[config.mk]
export PLATFORM = sky130hd
export DESIGN_NAME = range_seq_driver
export DESIGN_NICKNAME = d
export VERILOG_FILES = /design/src/rtl/range_pkg.sv /design/src/rtl/rsd_buffer.sv /design/src/rtl/range_seq_driver.sv
export SDC_FILE = /design/constraint.sdc
export NUM_CORES = 1
export LEC_CHECK = 0
export ABC_CLOCK_PERIOD_IN_PS = 3200
export CORE_MARGIN = 3
export CORE_UTILIZATION = 43
export DETAILED_ROUTE_END_ITERATION = 16
export DONT_BUFFER_PORTS = 1
export GPL_TIMING_DRIVEN = 0
export PLACE_DENSITY_LB_ADDON = 0.08
export SETUP_SLACK_MARGIN = 0.2
export SLEW_MARGIN = 0
export SYNTH_ARGS = -nofsm -noshare
export SYNTH_HDL_FRONTEND = slang
export SYNTH_SLANG_ARGS = --single-unit
export TNS_END_PERCENT = 1
[constraint.sdc]
create_clock -name clock -period 3.2 [get_ports clock]
set_input_delay 0.48 -clock clock [delete_from_list [all_inputs] [get_ports clock]]
set_output_delay 0.48 -clock clock [all_outputs]
set_load 0.01 [all_outputs]
[src/rtl/range_pkg.sv]
// Shared types and helpers for the range sequence driver: playback FSM states,
// the default buffer depth and the max/min range helper.
package range_pkg;

  localparam int RSD_DEPTH_DEFAULT = 16;

  typedef enum logic [2:0] {
    IDLE,
    GO,
    STREAM,
    FINISH,
    CAPTURE
  } rsd_state_t;

  // Callers keep max_v >= min_v, so truncating the result to the sample width
  // gives the unsigned WIDTH-bit difference.
  function automatic logic [31:0] range_of(input logic [31:0] max_v, input logic [31:0] min_v);
    return max_v - min_v;
  endfunction

endpackage

[src/rtl/rsd_buffer.sv]
// Sample buffer for range_seq_driver: DEPTH x WIDTH register array, appended at
// the count position, read combinationally at an index chosen by the FSM.
module rsd_buffer #(
  parameter int WIDTH = 8,
  parameter int DEPTH = 16
) (
  input  logic                     clk,
  input  logic                     rst_n,
  input  logic                     we_i,
  input  logic [WIDTH-1:0]         wdata_i,
  input  logic                     clr_i,
  input  logic [$clog2(DEPTH)-1:0] rd_idx_i,
  output logic [WIDTH-1:0]         rd_data_o,
  output logic [$clog2(DEPTH):0]   count_o,
  output logic                     full_o,
  output logic                     empty_o
);

  localparam int IW = $clog2(DEPTH);
  localparam int CW = IW + 1;

  logic [WIDTH-1:0] mem_q [DEPTH];
  logic [CW-1:0]    count_q;

  assign full_o    = (count_q == CW'(DEPTH));
  assign empty_o   = (count_q == '0);
  assign count_o   = count_q;
  assign rd_data_o = mem_q[rd_idx_i];

  // NOTE: the sample array has no reset; only count says which entries are
  // meaningful, so clearing the storage would buy nothing.
  always_ff @(posedge clk) begin
    if (we_i && !full_o) begin
      mem_q[count_q[IW-1:0]] <= wdata_i;
    end
  end

  always_ff @(posedge clk or negedge rst_n) begin
    if (!rst_n) begin
      count_q <= '0;
    end else if (clr_i) begin
      count_q <= '0;
    end else if (we_i && !full_o) begin
      count_q <= count_q + CW'(1);
    end
  end

endmodule

[src/rtl/range_seq_driver.sv]
// Go/finish initiator: buffers host samples, replays them with go/finish framing
// and captures the range finder's reply. Define RANGE_SELFCHECK_EN to add a
// max/min self-check with a mismatch output.
module range_seq_driver
  import range_pkg::*;
#(
  parameter int WIDTH = 8,
  parameter int DEPTH = RSD_DEPTH_DEFAULT
) (
  input  logic                   clock,
  input  logic                   reset_n,
  input  logic                   wr_en,
  input  logic [WIDTH-1:0]       wr_data,
  input  logic                   clear,
  input  logic                   start,
  output logic [WIDTH-1:0]       data_out,
  output logic                   go,
  output logic                   finish,
  input  logic [WIDTH-1:0]       range_in,
  input  logic                   error_in,
  output logic                   busy,
  output logic [WIDTH-1:0]       result,
  output logic                   result_valid,
  output logic                   rf_error,
  output logic                   overflow,
`ifdef RANGE_SELFCHECK_EN
  output logic                   mismatch,
`endif
  output logic [$clog2(DEPTH):0] count
);

  localparam int IW = $clog2(DEPTH);
  localparam int CW = IW + 1;

  rsd_state_t       state_q, state_d;
  logic [IW-1:0]    idx_q, idx_d;
  logic             go_q, go_d;
  logic             finish_q, finish_d;
  logic [WIDTH-1:0] data_q, data_d;
  logic [WIDTH-1:0] result_q;
  logic             result_valid_q, rf_error_q, overflow_q;

  logic             idle, start_ok, clear_ok, wr_ok;
  logic [WIDTH-1:0] rd_data;
  logic [CW-1:0]    buf_count;
  logic             buf_full, buf_empty;

  // Host controls only act in IDLE; clear wins over both write and start.
  assign idle     = (state_q == IDLE);
  assign clear_ok = idle && clear;
  assign wr_ok    = idle && wr_en && !clear;
  assign start_ok = idle && start && !clear && !buf_empty;

  rsd_buffer #(
    .WIDTH(WIDTH),
    .DEPTH(DEPTH)
  ) u_buffer (
    .clk      (clock),
    .rst_n    (reset_n),
    .we_i     (wr_ok),
    .wdata_i  (wr_data),
    .clr_i    (clear_ok),
    .rd_idx_i (idx_d),
    .rd_data_o(rd_data),
    .count_o  (buf_count),
    .full_o   (buf_full),
    .empty_o  (buf_empty)
  );

  // NOTE: state and output registers use non-blocking assignments so every
  // flop samples pre-edge values regardless of process ordering.
  always_ff @(posedge clock or negedge reset_n) begin
    if (!reset_n) begin
      state_q <= IDLE;
      idx_q   <= '0;
    end else begin
      state_q <= state_d;
      idx_q   <= idx_d;
    end
  end

  // NOTE: every comb output gets a default first, so no path infers a latch.
  always_comb begin
    state_d = state_q;
    idx_d   = idx_q;
    unique case (state_q)
      IDLE: begin
        if (start_ok) begin
          state_d = GO;
          idx_d   = '0;
        end
      end
      GO: begin
        if (buf_count > CW'(1)) begin
          state_d = STREAM;
          idx_d   = IW'(1);
        end else begin
          state_d = FINISH;
        end
      end
      STREAM: begin
        if ({1'b0, idx_q} == buf_count - CW'(1)) begin
          state_d = FINISH;
        end else begin
          idx_d = idx_q + IW'(1);
        end
      end
      FINISH:  state_d = CAPTURE;
      CAPTURE: state_d = IDLE;
      default: state_d = IDLE;
    endcase
  end

  // Outputs are decoded from the next state so they register in step with it.
  always_comb begin
    go_d     = (state_d == GO);
    finish_d = (state_d == FINISH);
    data_d   = '0;
    if (state_d == GO || state_d == STREAM || state_d == FINISH) begin
      data_d = rd_data;
    end
  end

  always_ff @(posedge clock or negedge reset_n) begin
    if (!reset_n) begin
      go_q     <= 1'b0;
      finish_q <= 1'b0;
      data_q   <= '0;
    end else begin
      go_q     <= go_d;
      finish_q <= finish_d;
      data_q   <= data_d;
    end
  end

  always_ff @(posedge clock or negedge reset_n) begin
    if (!reset_n) begin
      result_q       <= '0;
      result_valid_q <= 1'b0;
      rf_error_q     <= 1'b0;
      overflow_q     <= 1'b0;
    end else if (clear_ok) begin
      result_valid_q <= 1'b0;
      rf_error_q     <= 1'b0;
      overflow_q     <= 1'b0;
    end else begin
      if (wr_ok && buf_full) begin
        overflow_q <= 1'b1;
      end
      if (start_ok) begin
        result_valid_q <= 1'b0;
      end
      if (state_q == CAPTURE) begin
        result_q       <= range_in;
        rf_error_q     <= error_in;
        result_valid_q <= 1'b1;
      end
    end
  end

`ifdef RANGE_SELFCHECK_EN
  logic [WIDTH-1:0] max_q, min_q;
  logic             mismatch_q;

  // Extremes follow the samples as they are driven; GO seeds both with sample 0.
  always_ff @(posedge clock or negedge reset_n) begin
    if (!reset_n) begin
      max_q      <= '0;
      min_q      <= '0;
      mismatch_q <= 1'b0;
    end else begin
      if (state_d == GO) begin
        max_q <= rd_data;
        min_q <= rd_data;
      end else if (state_d == STREAM) begin
        if (rd_data > max_q) max_q <= rd_data;
        if (rd_data < min_q) min_q <= rd_data;
      end
      if (clear_ok || start_ok) begin
        mismatch_q <= 1'b0;
      end else if (state_q == CAPTURE) begin
        mismatch_q <= (WIDTH'(range_of(32'(max_q), 32'(min_q))) != range_in);
      end
    end
  end

  assign mismatch = mismatch_q;
`endif

  assign data_out     = data_q;
  assign go           = go_q;
  assign finish       = finish_q;
  assign busy         = !idle;
  assign result       = result_q;
  assign result_valid = result_valid_q;
  assign rf_error     = rf_error_q;
  assign overflow     = overflow_q;
  assign count        = buf_count;

endmodule
==> out/metrics.yaml <==
drv_cap: 0
slowest_stage: "dfrtp_2"
avgSynthCellArea_sq_um: 14.9
coreArea_sq_um: 14800
htree_levels: 4
post-place-ws_ns: -0.727
clk_latency_ns: 0.42
synth_edf_count: 128
critical_path_buf_inv_count: 6
maxSlewHeadroom_pct: 38.2
crit_chain: "buf_6 -> inv_2 -> ha_4 -> and4bb_2 -> a22oi_2 -> a211oi_2 -> buf_4 -> xnor2_2 -> a211oi_4 -> buf_6 -> inv_8 -> buf_12 -> mux2i_1 -> a221oi_1 -> a22o_1"
start_util_pct: 44.9
final_common_cell: "edfxtp_1"
final_cell_count_no_fill: 680
crit_path_max_fanout: 10
ys_seq_area_share_pct: 70.3
p_per_area_nw_per_um2: 1100
setup_tns_ns: 0
port_buffers: 0
n_antenna_cell: 0
critPathRequiredTime_ns: 3.56
critical-path-max-stage-delay_ns: 0.46
cpMostUsedCell: "buf_6"
ios: 49
setup_violations: 0
antenna_found_initial: 0
routabilityCongestion: 0.803
clock_path_buffers: 2
detail_route.iter0.violations: 349
p_leak_nw: 2.98
ant_nets: 0
synth_cell_types: 48
cp-end-kind: "register"
cp.arrival_ns: 3.43
die_x_microns: 130
dp_hpwl_mm: 10.2
drc: 0
grt_use_total_pct: 19.6
critPathLaunchType: "register"
rsz0062_at_grt: "true"
irDropWorstVdd_mv: 0.501
via_count: 3892
grt_pass1_wl_mm: 23.8
clk_pin_slew_ns: 0.06
finalClockSkew_ns: 0.0124
overflow: 0
placedCellCount: 631
status: "completed"
slew_viol_final: 0
vias_per_cell: 5.72
ys_warn_count: 0
fill_cells: 1217
p_total_mw: 8.80
cts_tree: "built"
worstSetupPathType: "reg2reg"
firstDrtPassIters: 4
wl_per_cell_microns: 23.1
syn_area_sq_um: 6640
worst_pin_slew_ns: 0.923
postSynth.asyncResetShare_pct: 20.5
syn2layout_area_growth_pct: 20.9
fmax_mhz: 326
drt_wl_total_mm: 15.7
cts-root-buf: "clkbuf_16"
dieArea_sq_um: 17000
most-common-layout-cells: "edfxtp_1, nand2_1, mux2i_1, dfrtp_1, clkbuf_16"
cts_sinks: 161
period_share_pct: 95.9
grt_pass1_vias: 3968
grt_max_degree: 34
drive_above_1_share_pct: 24.8
min_period_ns: 3.07
synth_top_flop_cell: "edfxtp_1"
placed_cell_area_sq_um: 6870
cts_made_buffers: 17
die_h_microns: 130
row_count: 44
synth_fp_nets: 474
cp_top_family: "compound AO/OA/AOI/OAI gates"
finalInstanceArea_sq_um: 8040
ys_seq_elements: 161
nNetsFinal: 510
layout_setup_ws_ns: 0.133
hp-class: "in2reg"
synth_cells: 447
hold_viol: 0
==> report_power, final <==
group          internal, mW  switching (mW)  total (mW)
Combinational          1.69            2.30        3.98
Sequential             2.47           0.175        2.64
Clock                  1.36           0.817        2.17
Total                  5.51            3.29        8.80
==> layout make-up <==
cell class | count | area [sq um] | area share [%]
flip-flops and latches | 161 | 4670 | 58.1
clock buffers | 21 | 460 | 5.73
repair buffers | 17 | 169 | 2.10
well taps | 184 | 230 | 2.87
inverters | 11 | 48.8 | 0.607
multi-input cells | 252 | 2090 | 26.0
plain buffers | 23 | 185 | 2.30
clock inverters | 11 | 178 | 2.21
==> metrics by stage <==
stage | utilization, % | hold slack (ns)
floorplan | - | 0.184
global placement | 46.4 | 0.185
detailed placement | 46.4 | 0.185
CTS | 52.7 | 0.126
global route | 54.3 | 0.121
finish | 54.3 | 0.150
==> cell families after synthesis <==
logic type	after synthesis	synth area share (%)
muxes	53	8.14
buffers and inverters	34	2.24
and+or+nand+nor	118	8.70
DFF	161	70.3
xor gates and xnor gates	12	1.58
AOI/OAI and AO/OA	64	8.12
adders and majority gates	5	0.942
==> timing repair <==
| item | 4_1_cts | 5_1_grt |
|---|---|---|
| gates resized for setup | 46 | 39 |
| buffers inserted | 7 | 6 |
| cloned | 0 | 2 |
| hold endpoints to repair | 33 | 0 |
| setup endpoints to repair | 41 | 50 |
| pin swaps | 7 | 11 |
| hold buffers | 2 | 0 |
==> metal layers <==
layer / GRT usage (%) / vias up / part of all wire, %
li1: - / 1782 / -
met1: 27.1 / 1976 / 46
met2: 29.6 / 119 / 47
met3: 5.73 / 15 / 5.7
met4: 7.33 / 0 / 1.7
met5: 0 / - / 0
==> sequential cells by signal, summed over array words and instances, names as in the netlist <==
| name | cells |
|---|---|
| go | 1 |
| u_buffer.mem_q | 128 |
| u_buffer.count_o | 5 |
| result | 8 |
| rf_error | 1 |
| state_q | 3 |
| result_valid | 1 |
| overflow | 1 |
| idx_q | 4 |
| data_out | 8 |
| finish | 1 |
==> worst reg2reg max path, stage by stage, from the launching register on <==
cell and delay, ns:
dfrtp_2 0.46, buf_6 0.14, inv_2 0.07, ha_4 0.15
and4bb_2 0.25, a22oi_2 0.09, a211oi_2 0.23, buf_4 0.16
xnor2_2 0.08, a211oi_4 0.25, buf_6 0.16, inv_8 0.07
buf_12 0.15, mux2i_1 0.12, a221oi_1 0.44, a22o_1 0.19
==> cells in the mapped netlist (3+ instances only) <==
library cell	count	share of area, %
a221oi_1	14	1.8
a22o_1	7	0.92
a31oi_1	5	0.47
a32oi_1	17	2.2
and2_1	11	1.0
and3_1	8	0.75
buf_2	11	0.83
clkbuf_1	10	0.57
dfrtp_1	33	12
edfxtp_1	128	58
ha_1	5	0.94
inv_1	9	0.51
mux2_2	8	1.4
mux2i_1	45	6.8
nand2_1	52	2.9
nand3_1	8	0.60
nor2_1	16	0.90
nor2b_1	5	0.47
nor3_1	4	0.30
o211ai_1	3	0.34
o21ai_0	4	0.30
xnor2_1	7	0.92
xor2_1	5	0.66
==> path summary, 6_finish.rpt <==
| check | end | startpoint | slack, ns | depth (start not counted) |
|---|---|---|---|---|
| worst max-delay path | data_out[2] | u_buffer.count_o[0] | 0.13 | 15 |
| worst min-delay path | u_buffer.mem_q[9][4] | wr_data[4] | 0.15 | 0 |
| worst max register to register | data_out[2] | u_buffer.count_o[0] | 0.13 | 15 |
| worst min register to register | result[7] | result[7] | 0.59 | 1 |
| max in group asynchronous | data_out[2] | reset_n | 2.48 | 2 |
| min in group asynchronous | result[1] | reset_n | 0.52 | 2 |
Power figures use the tool's default switching activity.
